--- src/rtl/reply_transmitter_pkg.sv ---
// Shared definitions for the reply-channel frame. Used by the receiver-side
// transmitter and by the transmitter-side reply decoder.
package reply_transmitter_pkg;

    typedef enum logic [2:0] {
        IDLE   = 3'd0,
        START  = 3'd1,
        ACTION = 3'd2,
        DATA   = 3'd3,
        PARITY = 3'd4,
        STOP   = 3'd5
    } state_t;

    localparam int FRAME_BITS   = 14;
    localparam int ACTION_BITS  = 3;
    localparam int DATA_BITS    = 8;
    localparam int PAYLOAD_BITS = ACTION_BITS + DATA_BITS;

    // Even parity: the parity bit makes the total count of ones even.
    function automatic logic even_parity(input logic [PAYLOAD_BITS-1:0] payload);
        return ^payload;
    endfunction

endpackage

--- src/rtl/reply_transmitter_baud_tick.sv ---
// Bit-period counter: counts 0..CLKS_PER_BIT-1 while enabled and flags the
// last count so the owner can advance one serial bit.
module baud_tick #(
    parameter int CLKS_PER_BIT = 4
) (
    input  logic clk,
    input  logic rst,
    input  logic clear,
    input  logic en,
    output logic tick
);

    localparam int CNT_W = (CLKS_PER_BIT > 1) ? $clog2(CLKS_PER_BIT) : 1;
    localparam logic [CNT_W-1:0] LAST = CNT_W'(CLKS_PER_BIT - 1);

    logic [CNT_W-1:0] count;

    assign tick = en && (count == LAST);

    // NOTE: registers are updated with <= so every flop samples values from
    // before the edge; blocking assignments here would create ordering races.
    always_ff @(posedge clk) begin
        if (!rst) begin
            count <= '0;
        end else if (clear) begin
            count <= '0;
        end else if (en) begin
            count <= tick ? '0 : count + 1'b1;
        end
    end

endmodule

--- src/rtl/reply_transmitter.sv ---
// Return-channel serializer: snapshots an action code and eight cell bits on
// start and sends them as one framed, even-parity serial word on reply_line.
module reply_transmitter
    import reply_transmitter_pkg::*;
#(
    parameter int CLKS_PER_BIT = 4
) (
    input  logic clk,
    input  logic rst,
    input  logic start,
    input  logic action0,
    input  logic action1,
    input  logic action2,
    input  logic c0,
    input  logic c1,
    input  logic c2,
    input  logic c3,
    input  logic c4,
    input  logic c5,
    input  logic c6,
    input  logic c7,
    output logic reply_line,
    output logic busy,
    output logic done
);

    state_t                  state;
    logic [2:0]              bit_idx;
    logic [PAYLOAD_BITS-1:0] snap;
    logic [PAYLOAD_BITS-1:0] payload_in;
    logic [3:0]              next_pos;
    logic                    tick;
    logic                    accept;

    // Payload is laid out in transmit order: action0 at bit 0, c7 at bit 10.
    assign payload_in = {c7, c6, c5, c4, c3, c2, c1, c0, action2, action1, action0};
    assign accept     = start && !busy;

    // Snapshot position of the bit that follows the current one; the last
    // action bit naturally points at c0.
    always_comb begin
        next_pos = {1'b0, bit_idx} + 4'd1;
        if (state == DATA) begin
            next_pos = 4'(ACTION_BITS) + {1'b0, bit_idx} + 4'd1;
        end
    end

    baud_tick #(
        .CLKS_PER_BIT(CLKS_PER_BIT)
    ) u_baud_tick (
        .clk  (clk),
        .rst  (rst),
        .clear(accept),
        .en   (busy),
        .tick (tick)
    );

    always_ff @(posedge clk) begin
        if (!rst) begin
            state      <= IDLE;
            bit_idx    <= '0;
            snap       <= '0;
            reply_line <= 1'b1;
            busy       <= 1'b0;
            done       <= 1'b0;
        end else begin
            done <= 1'b0;
            case (state)
                IDLE: begin
                    if (accept) begin
                        snap       <= payload_in;
                        state      <= START;
                        bit_idx    <= '0;
                        busy       <= 1'b1;
                        reply_line <= 1'b0;
                    end
                end
                START: begin
                    if (tick) begin
                        state      <= ACTION;
                        bit_idx    <= '0;
                        reply_line <= snap[0];
                    end
                end
                ACTION: begin
                    if (tick) begin
                        reply_line <= snap[next_pos];
                        if (bit_idx == 3'(ACTION_BITS - 1)) begin
                            state   <= DATA;
                            bit_idx <= '0;
                        end else begin
                            bit_idx <= bit_idx + 3'd1;
                        end
                    end
                end
                DATA: begin
                    if (tick) begin
                        if (bit_idx == 3'(DATA_BITS - 1)) begin
                            state      <= PARITY;
                            bit_idx    <= '0;
                            reply_line <= even_parity(snap);
                        end else begin
                            bit_idx    <= bit_idx + 3'd1;
                            reply_line <= snap[next_pos];
                        end
                    end
                end
                PARITY: begin
                    if (tick) begin
                        state      <= STOP;
                        reply_line <= 1'b1;
                    end
                end
                STOP: begin
                    if (tick) begin
                        state <= IDLE;
                        busy  <= 1'b0;
                        done  <= 1'b1;
                    end
                end
                default: state <= IDLE;
            endcase
        end
    end

endmodule

--- config.mk ---
export PLATFORM = sky130hd
export DESIGN_NAME = reply_transmitter
export DESIGN_NICKNAME = d
export VERILOG_FILES = /design/src/rtl/reply_transmitter_pkg.sv /design/src/rtl/reply_transmitter_baud_tick.sv /design/src/rtl/reply_transmitter.sv
export SDC_FILE = /design/constraint.sdc
export NUM_CORES = 1
export LEC_CHECK = 0
export BUFFER_PORTS_ARGS = -buffer_cell sky130_fd_sc_hd__buf_2
export CAP_MARGIN = 20
export CORE_MARGIN = 5
export CORE_UTILIZATION = 45
export DETAILED_ROUTE_END_ITERATION = 8
export PLACE_DENSITY_LB_ADDON = 0.12
export SYNTH_ARGS = -nofsm -noshare
export SYNTH_HDL_FRONTEND = slang
export SYNTH_SLANG_ARGS = --single-unit
--- constraint.sdc ---
create_clock -name clk -period 2.6 [get_ports clk]
set_input_delay 0.26 -clock clk [delete_from_list [all_inputs] [get_ports clk]]
set_output_delay 0.26 -clock clk [all_outputs]
set_load 0.005 [all_outputs]
# Word level (Yosys, flattened, before mapping)
# Index checks and enable logic that the tools add are counted.
[word_totals] register_bits=22 latch_bits=0 ram_bits=0 output_inout_bits=3 romBits=0 memories=0
[classes] n_addsub=5 shifts=0 n_div=0 n_bitwise=1 reduce_logical=15 multipliers=0 mux=30 n_eq_ne=16 n_lt_le_gt_ge=1
[ops] cell="$mux W3" count=13
[ops] cell="$pmux W3 S6" count=1
[ops] cell="$ne A2 B1 Y1 const B" count=6
[ops] cell="$pmux W3 S4" count=1
[ops] cell="$reduce_xor A11 Y1" count=1
[ops] cell="$mux W1" count=10
[ops] cell="$eq A3 B2 Y1 const B" count=3
[ops] cell="$eq A3 B3 Y1 const B" count=3
[ops] cell="$reduce_and A8 Y1" count=1
[ops] cell="$reduce_and A6 Y1" count=1
[ops] cell="$lt A4 B5 Y1 const B" count=1
[ops] cell="$pmux W1 S5" count=1
[ops] cell="$reduce_and A5 Y1" count=1
[ops] cell="$reduce_bool A5 Y1" count=1
[ops] cell="$add A2 B3 Y4 const A" count=1
[ops] cell="$add A3 B1 Y4 const B" count=1
[ops] cell="$add A4 B1 Y4 const B" count=1
[ops] cell="$bmux W1 S4" count=1
[ops] cell="$mux W4" count=1
[ops] cell="$ne A2 B2 Y1 const B" count=2
[ops] cell="$reduce_and A2 Y1" count=2
[ops] cell="$reduce_bool A4 Y1" count=1
[ops] cell="$add A3 B1 Y3 const B" count=1
[ops] cell="$eq A3 B1 Y1 const B" count=1
[ops] cell="other kinds (11)" count=12

# Logic depth before layout (Yosys ltp)
# Gate-level depths: netlist (run 1).
[depth] ltp_word=8 ltp_mapped=9 mapped_depth_nobuf=8

# Hierarchy
# A second synthesis (run 1) with hierarchy kept.
[hier_totals] cells_unflattened=162 hier_area_um2=1376.3
[by_module_without_submodules] mod="reply_transmitter" cells_per_inst=152 n_inst=1 area_per_inst_um2=1273.7
[by_module_without_submodules] mod="baud_tick" cells_per_inst=10 n_inst=1 area_per_inst_um2=102.6

# Worst setup path after synthesis (run 1)
# Ideal clock, no wire load.
[synth_timing] path_type="register to register" start="register bit_idx[1]" end="register reply_line" required_time_ns=2.469 path_stages_with_launch=9 setup_ns=0.131 arrival_ns=1.652 slack_ns=0.817 path_cell_list="dfxtp_1 -> ha_1 -> ha_1 -> buf_1 -> mux2i_1 -> a31oi_1 -> and4b_1 -> o2111ai_1 -> a32oi_1"
[synth_via] elab_chain_cells=8 elab_cells_between_ends=11 classes_between="add/sub (3); eq/ne (1); mux (7)"
[synth_rtl] item="start: declaration" line="reply_transmitter.sv:28" text="logic [2:0] bit_idx;"
[synth_rtl] item="start signal: assignment" line="reply_transmitter.sv:92" text="bit_idx <= bit_idx + 3'd1;"
[synth_rtl] item="start signal: assignment" line="reply_transmitter.sv:103" text="bit_idx <= bit_idx + 3'd1;"
[synth_rtl] item="$add A2 B3 Y4" line="reply_transmitter.sv:44" text="next_pos = 4'(ACTION_BITS) + {1'b0, bit_idx} + 4'd1;"
[synth_rtl] item="$add A4 B1 Y4" line="reply_transmitter.sv:44"
[synth_rtl] item="$mux W4" line="reply_transmitter.sv:43" text="if (state == DATA) begin"
[synth_rtl] item="$bmux W1 S4" line="reply_transmitter.sv:87, reply_transmitter.sv:104"
[synth_rtl] item="$mux W1 (not written as such)" line="reply_transmitter.sv:87, reply_transmitter.sv:104"
[synth_rtl] item="$mux W1" line="reply_transmitter.sv:98" text="if (bit_idx == 3'(DATA_BITS - 1)) begin"
[synth_rtl] item="$mux W1" line="reply_transmitter.sv:97" text="if (tick) begin"
[synth_rtl] item="$pmux W1 S5 (*)" line="reply_transmitter.sv:68" text="case (state)"
[synth_rtl] item="end signal: assignment" line="reply_transmitter.sv:87" text="reply_line <= snap[next_pos];"
[synth_rtl] item="end signal: assignment" line="reply_transmitter.sv:101" text="reply_line <= even_parity(snap);"
[synth_rtl] item="end signal: assignment" line="reply_transmitter.sv:104" text="reply_line <= snap[next_pos];"
[synth_rtl] item="end: declaration" line="reply_transmitter.sv:22" text="output logic reply_line,"
# Every way passes the cells marked *; elsewhere a longest branch is shown, timed or not. The select of a mux whose other input is x is not followed.
# A chain may end at the register's enable or synchronous reset.

# Worst setup path after layout (run 1)
[layout_timing] start="register state[1]" end="register reply_line"
[layout_via] elab_chain_cells=7 elab_cells_between_ends=19 classes_between="eq/ne (9); mux (7); reduce/logical (3)"
[layout_rtl] item="start: declaration" line="reply_transmitter.sv:27" text="state_t state;"
[layout_rtl] item="start signal: assignment" line="reply_transmitter.sv:60" text="state <= IDLE;"
[layout_rtl] item="start signal: assignment" line="reply_transmitter.sv:72" text="state <= START;"
[layout_rtl] item="start signal: assignment" line="reply_transmitter.sv:80" text="state <= ACTION;"
[layout_rtl] item="$eq A3 B2 Y1" line="reply_transmitter.sv:43, reply_transmitter.sv:68"
[layout_rtl] item="$mux W4" line="reply_transmitter.sv:43"
[layout_rtl] item="$bmux W1 S4" line="reply_transmitter.sv:87, reply_transmitter.sv:104"
[layout_rtl] item="$mux W1 (not written as such)" line="reply_transmitter.sv:87, reply_transmitter.sv:104"
[layout_rtl] item="$mux W1" line="reply_transmitter.sv:98"
[layout_rtl] item="$mux W1" line="reply_transmitter.sv:97"
[layout_rtl] item="$pmux W1 S5" line="reply_transmitter.sv:68"
# Parallel ways exist; a longest one is shown, timed or not. The select of a mux whose other input is x is not followed.

==> results of run 1 <==
[power groups by stage]
stage / Combinational [mW] / Clock [mW] / Sequential, mW
4_1_cts: 0.225 / 0.202 / 0.406
6_report: 0.223 / 0.194 / 0.407
2_1_floorplan: 0.178 / 0 / 0.399
3_3_place_gp: 0.218 / 0 / 0.413
3_5_place_dp: 0.224 / 0 / 0.414
5_1_grt: 0.248 / 0.213 / 0.412
[cell usage in the layout, fill, tap and decap left out, types with 4 or more instances in the layout]
cell,n
dfxtp_1,21
nor2b_1,8
nor2_1,8
ha_1,4
a31oi_1,4
nand3_1,5
xnor2_1,12
nor3b_1,4
nand2_1,29
a21oi_1,10
a21boi_0,12
o21ai_0,13
buf_2,16
nor3_1,4
[metrics by stage]
| step | utilization | power (mW) |
|---|---|---|
| floorplan | - | 0.5761 |
| CTS | 0.5201 | 0.8325 |
| finish | 0.5205 | 0.8235 |
| global placement | 0.5082 | 0.6310 |
| detailed placement | 0.5082 | 0.6379 |
| global route | 0.5205 | 0.8736 |
[final timing paths]
kind / cells past startpoint / slack, ns / to
worst min register to register: 2 / 0.51 / snap[8]
worst max register to register: 6 / 0.43 / reply_line
worst max-delay path: 6 / 0.43 / reply_line
worst min-delay path: 3 / 0.18 / snap[0]
[metal layers]
metal | global-route usage | wire length (µm) | up-vias
met2 | 0.2649 | 1531 | 24
met4 | 0.03046 | 15 | 0
met5 | 0 | 0 | -
met1 | 0.2020 | 1491 | 596
li1 | - | - | 665
met3 | 0.02698 | 129 | 2
[critical path, delay by kind of cell (launching register included)]
| kind | cells | cell delay [ns] |
|---|---|---|
| simple gates | 4 | 0.93 |
| compound gates | 2 | 0.55 |
| flops | 1 | 0.63 |
[layout make-up]
| type | instances | area (µm²) | share of cell area |
|---|---|---|---|
| multi-input combinational | 146 | 942.2 | 0.5929 |
| sequential | 22 | 441.7 | 0.2780 |
| timing repair buffer | 19 | 102.6 | 0.06457 |
| tap | 44 | 55.05 | 0.03465 |
| clock buffer | 4 | 36.28 | 0.02283 |
| inverter | 3 | 11.26 | 0.007087 |
[kinds of logic after synthesis]
group / after synthesis / share of synthesized area
xor+xnor: 12 / 0.07285
simple gates: 78 / 0.2940
fa+ha+maj: 4 / 0.03469
flops: 22 / 0.3053
compound gates: 49 / 0.2307
mux: 3 / 0.02082
buf+inv: 15 / 0.04163
[registers in the layout, indices dropped and copies added (netlist names)]
| name | flops |
|---|---|
| bit_idx | 3 |
| busy | 1 |
| done | 1 |
| reply_line | 1 |
| snap | 11 |
| state | 3 |
| u_baud_tick.count | 2 |
==> flow_metrics.py, run 1 <==
metrics = {
    "sta": {
        "fin_tns_setup_ns": 0,
        "relSlewSlack": 0.6711,
        "setup_ws_ns": 0.4255,
        "setup_viol": 0,
        "hold_viol": 0,
        "drv_slew": 0,
        "holdWs_ns": 0.1767,
        "post-route-min-period_ns": 2.175,
        "rsz0062_at_grt": "false",
        "max_freq_mhz": 459.9,
        "tightest_slew_ns": 0.4919,
        "fin_skew_ns": 0.008295,
        "fin_crit_sh": 0.8364,
    },
    "grt": {
        "grt_first_pass_wirelength_mm": 5.395,
        "grt_max_degree": 23,
        "overflow": 0,
        "antenna_found_initial": 0,
        "grtUsageTotal": 0.1545,
        "grt_pass1_vias": 1241,
    },
    "synthesis": {
        "netlist_area_um2": 1443,
        "synth_top_cell_area_share": 0.3053,
        "ys.flop_type": "dfxtp_1",
        "yosys_warnings": 0,
        "syn_nets": 201,
        "yosysTopAreaCell": "dfxtp_1",
        "ys_seq_area_frac": 0.3053,
        "synth_commonest_cells": "nand2_1 (29), dfxtp_1 (22), o21ai_0 (13)",
        "syn_avg_cell_area_um2": 7.883,
        "ys_ff_latch": 22,
        "async_reset_ff_frac": 0,
        "synthTopCellsByArea": "dfxtp_1 (31%), nand2_1 (7.5%), xnor2_1 (7.3%)",
        "synth.most_common_cell": "nand2_1",
        "synth_edf_count": 0,
        "synthCells": 183,
        "synth_cell_type_count": 41,
    },
    "pwr": {
        "combPwrFrac": 0.270,
        "intPower_mw": 0.5619,
        "p_switching_mw": 0.2616,
        "peakVddDrop_uv": 242.3,
        "pwr-share-clk": 0.236,
        "p_per_area_nw_per_um2": 518.2,
        "p_leak_nw": 0.5872,
        "power_frac_seq": 0.494,
        "swShare": 0.3176,
    },
    "cts": {
        "cts_setup_buffers": 0,
        "cts_tree": "built",
        "h-tree-depth": 1,
        "cts.sinks": 22,
        "cts-root-buf": "clkbuf_4",
        "ctsHoldBuffers": 0,
        "clock_latency_ns": 0.31,
        "cts_repair_resize_count": 0,
        "numCtsBuffers": 3,
        "cts_max_path_buffers": 2,
        "clk_pin_slew_ns": 0.13,
    },
    "critical_path": {
        "end_kind": "register",
        "slowest_delay_ns": 0.63,
        "startpoint": "state[1]",
        "crit_chain": "nand3b_1, a21boi_0, nand3_1, nor4_1, nor3_1, a32oi_1",
        "reg2reg_from": "state[1]",
        "critPathMaxFanout": 16,
        "worstPathArrival_ns": 2.42,
        "slowest_stage": "dfxtp_1",
        "worst_setup_path_start_kind": "register",
        "worstSetupPathType": "reg -> reg",
        "required_ns": 2.84,
    },
    "final_layout": {
        "finalNonFillerCells": 238,
        "fillers": 305,
        "layout.nets": 213,
        "drive_above_1_share": 0.1443,
        "area_delta_synth_final_pct": 10.15,
        "n_antenna_cell": 0,
        "fin_area_um2": 1589,
    },
    "floorplanning": {
        "die_w_um": 66.62,
        "ios": 17,
        "die_area_um2": 4438,
        "core_um2": 3053,
        "initial_core_util": 0.4725,
        "die_h_um": 66.62,
        "rows": 20,
    },
    "place": {
        "place_hpwl_mm": 2.371,
        "io_buffers": 16,
        "dp_cells": 234,
        "dp_slack_ns": 0.2460,
        "post_dp_cell_area_um2": 1551,
        "gp_congestion": 0.8778,
    },
    "routing": {
        "vias": 1287,
        "wl_per_cell_um": 13.31,
        "routed_wl_mm": 3.167,
        "drt_pass1_iterations": 4,
        "via_per_inst": 5.408,
        "drt_iter0_markers": 86,
        "drc": 0,
        "ant_nets": 0,
    },
    "status": {
        "status": "complete, no violations",
    },
    "hold_path": {
        "hp-class": "in -> reg",
        "worstHoldStart": "action0",
    },
    "flow_run": {
        "drv_cap": 0,
    },
}
Note: power is estimated with default switching activity, not from simulation.
==> inputs of run 2 (changes only) <==
==> constraint.sdc (replaced) <==
create_clock -name clk -period 2.07 [get_ports clk]
set_input_delay 0.207 -clock clk [delete_from_list [all_inputs] [get_ports clk]]
set_output_delay 0.207 -clock clk [all_outputs]
set_load 0.005 [all_outputs]
==> flow_metrics.py, run 2 (synthesized netlist as in run 1, its figures left out) <==
metrics = {
    "flow_run": {
        "drv_cap": 0,
    },
    "final_layout": {
        "n_antenna_cell": 0,
        "largest_reg_flops": 11,
        "drive_above_1_share": 0.2000,
        "area_delta_synth_final_pct": 16.05,
        "final_common_cell": "nand2_1",
        "final_cell_mix": "nand2_1 (29), dfxtp_1 (19), buf_2 (16)",
        "fin_util": 0.5484,
        "top_regs": "snap (11), bit_idx (3), state (3)",
        "fillers": 320,
        "layout.nets": 224,
        "largest-register": "snap",
        "fin_area_um2": 1674,
    },
    "sta": {
        "fin_skew_ns": 0.01120,
        "setup_viol": 0,
        "drv_slew": 0,
        "fin_tns_setup_ns": 0,
        "holdWs_ns": 0.1366,
        "post-route-min-period_ns": 1.952,
        "hold_viol": 0,
        "fin_crit_sh": 0.9428,
        "rsz0062_at_grt": "false",
        "tightest_slew_ns": 0.3165,
        "max_freq_mhz": 512.4,
        "relSlewSlack": 0.7868,
    },
    "routing": {
        "via_per_inst": 5.426,
        "drt_pass1_iterations": 4,
        "drt_iter0_markers": 55,
        "vias": 1351,
        "drc": 0,
        "ant_nets": 0,
        "wl_per_cell_um": 13.10,
        "routed_wl_mm": 3.261,
    },
    "critical_path": {
        "critPathMaxFanout": 8,
        "worstSetupPathType": "reg -> reg",
        "crit_chain": "ha_1, ha_1, mux2i_1, a31oi_1, and4b_1, o2111ai_1, a32oi_1",
        "slowest_delay_ns": 0.44,
        "slowest_stage": "ha_1",
        "end_kind": "register",
        "required_ns": 2.31,
        "worstPathArrival_ns": 2.19,
        "worst_setup_path_start_kind": "register",
        "crit_top_cell": "ha_1",
    },
    "floorplanning": {
        "initial_core_util": 0.4725,
        "ios": 17,
        "die_w_um": 66.62,
        "die_h_um": 66.62,
        "core_um2": 3053,
        "die_area_um2": 4438,
        "rows": 20,
    },
    "grt": {
        "grt_use_met1": 0.2112,
        "grt_pass1_vias": 1245,
        "grtUsageTotal": 0.1609,
        "overflow": 0,
        "grt_max_degree": 23,
        "antenna_found_initial": 0,
        "use_met2": 0.2649,
        "grt-busiest-layer": "met2",
        "use_met3": 0.03035,
        "grt_first_pass_wirelength_mm": 5.582,
    },
    "cts": {
        "cts_tree": "built",
        "cts_max_path_buffers": 2,
        "clk_pin_slew_ns": 0.13,
        "cts-root-buf": "clkbuf_4",
        "clock_latency_ns": 0.31,
        "h-tree-depth": 1,
        "numCtsBuffers": 3,
        "cts.sinks": 22,
        "ctsHoldBuffers": 0,
    },
    "pwr": {
        "p_leak_nw": 0.6388,
        "peakVddDrop_uv": 339.3,
        "p_per_area_nw_per_um2": 626.4,
    },
    "place": {
        "gp_congestion": 0.8724,
        "post_dp_cell_area_um2": 1589,
        "place_hpwl_mm": 2.463,
        "io_buffers": 16,
    },
    "status": {
        "status": "complete, no violations",
    },
    "hold_path": {
        "hp-class": "in -> reg",
    },
}
[run 2: final timing paths]
kind	from	end	cells after the start	slack, ns
setup / recovery	bit_idx[0]	reply_line	7	0.12
hold / removal	action0	snap[0]	3	0.14
setup reg to reg	bit_idx[0]	reply_line	7	0.12
hold reg to reg	snap[4]	snap[4]	2	0.51
[run 2: final cells by class]
type                            instances  area [µm²]  area share
Clock buffer                            4       36.28     0.02167
Inverter                                3       11.26    0.006726
Multi-Input combinational cell        146       942.2      0.5628
Sequential cell                        22       444.2      0.2653
Tap cell                               44       55.05     0.03288
Timing Repair Buffer                   30       185.2      0.1106
[run 2: stage by stage]
step | setup slack (ns) | cells | total power, mW
floorplan | 0.2873 | 183 | 0.7236
detailed placement | 0.1180 | 239 | 0.8040
global placement | 0.1300 | 239 | 0.7982
CTS | 0.09185 | 243 | 1.044
finish | 0.1184 | 249 | 1.049
global route | 0.02183 | 249 | 1.115
[run 2: report_power, final]
part	leakage [nW]	internal [mW]	total, mW	switching, mW
Combinational	0.437	0.160	0.308	0.148
Clock	0.0210	0.107	0.237	0.130
Sequential	0.181	0.459	0.503	0.0439
Total	0.639	0.726	1.05	0.322
[run 2: what timing repair did]
item                       in CTS  in global routing
setup endpoints to repair       0                  2
buffers inserted                0                  6
gates resized for setup         0                  3
[run 2: per-layer routing]
layer  part of all wire  vias up
met1               0.48      615
li1                   -      692
met2               0.46       39
met5                  0        -
met3              0.052        5
met4              0.010        0
[run 2: critical path, delay by kind of cell (launching register included)]
family	cells	cell delay [ns]
fa+ha+maj	2	0.66
mux	1	0.13
compound gates	3	0.50
simple gates	1	0.21
flops	1	0.39
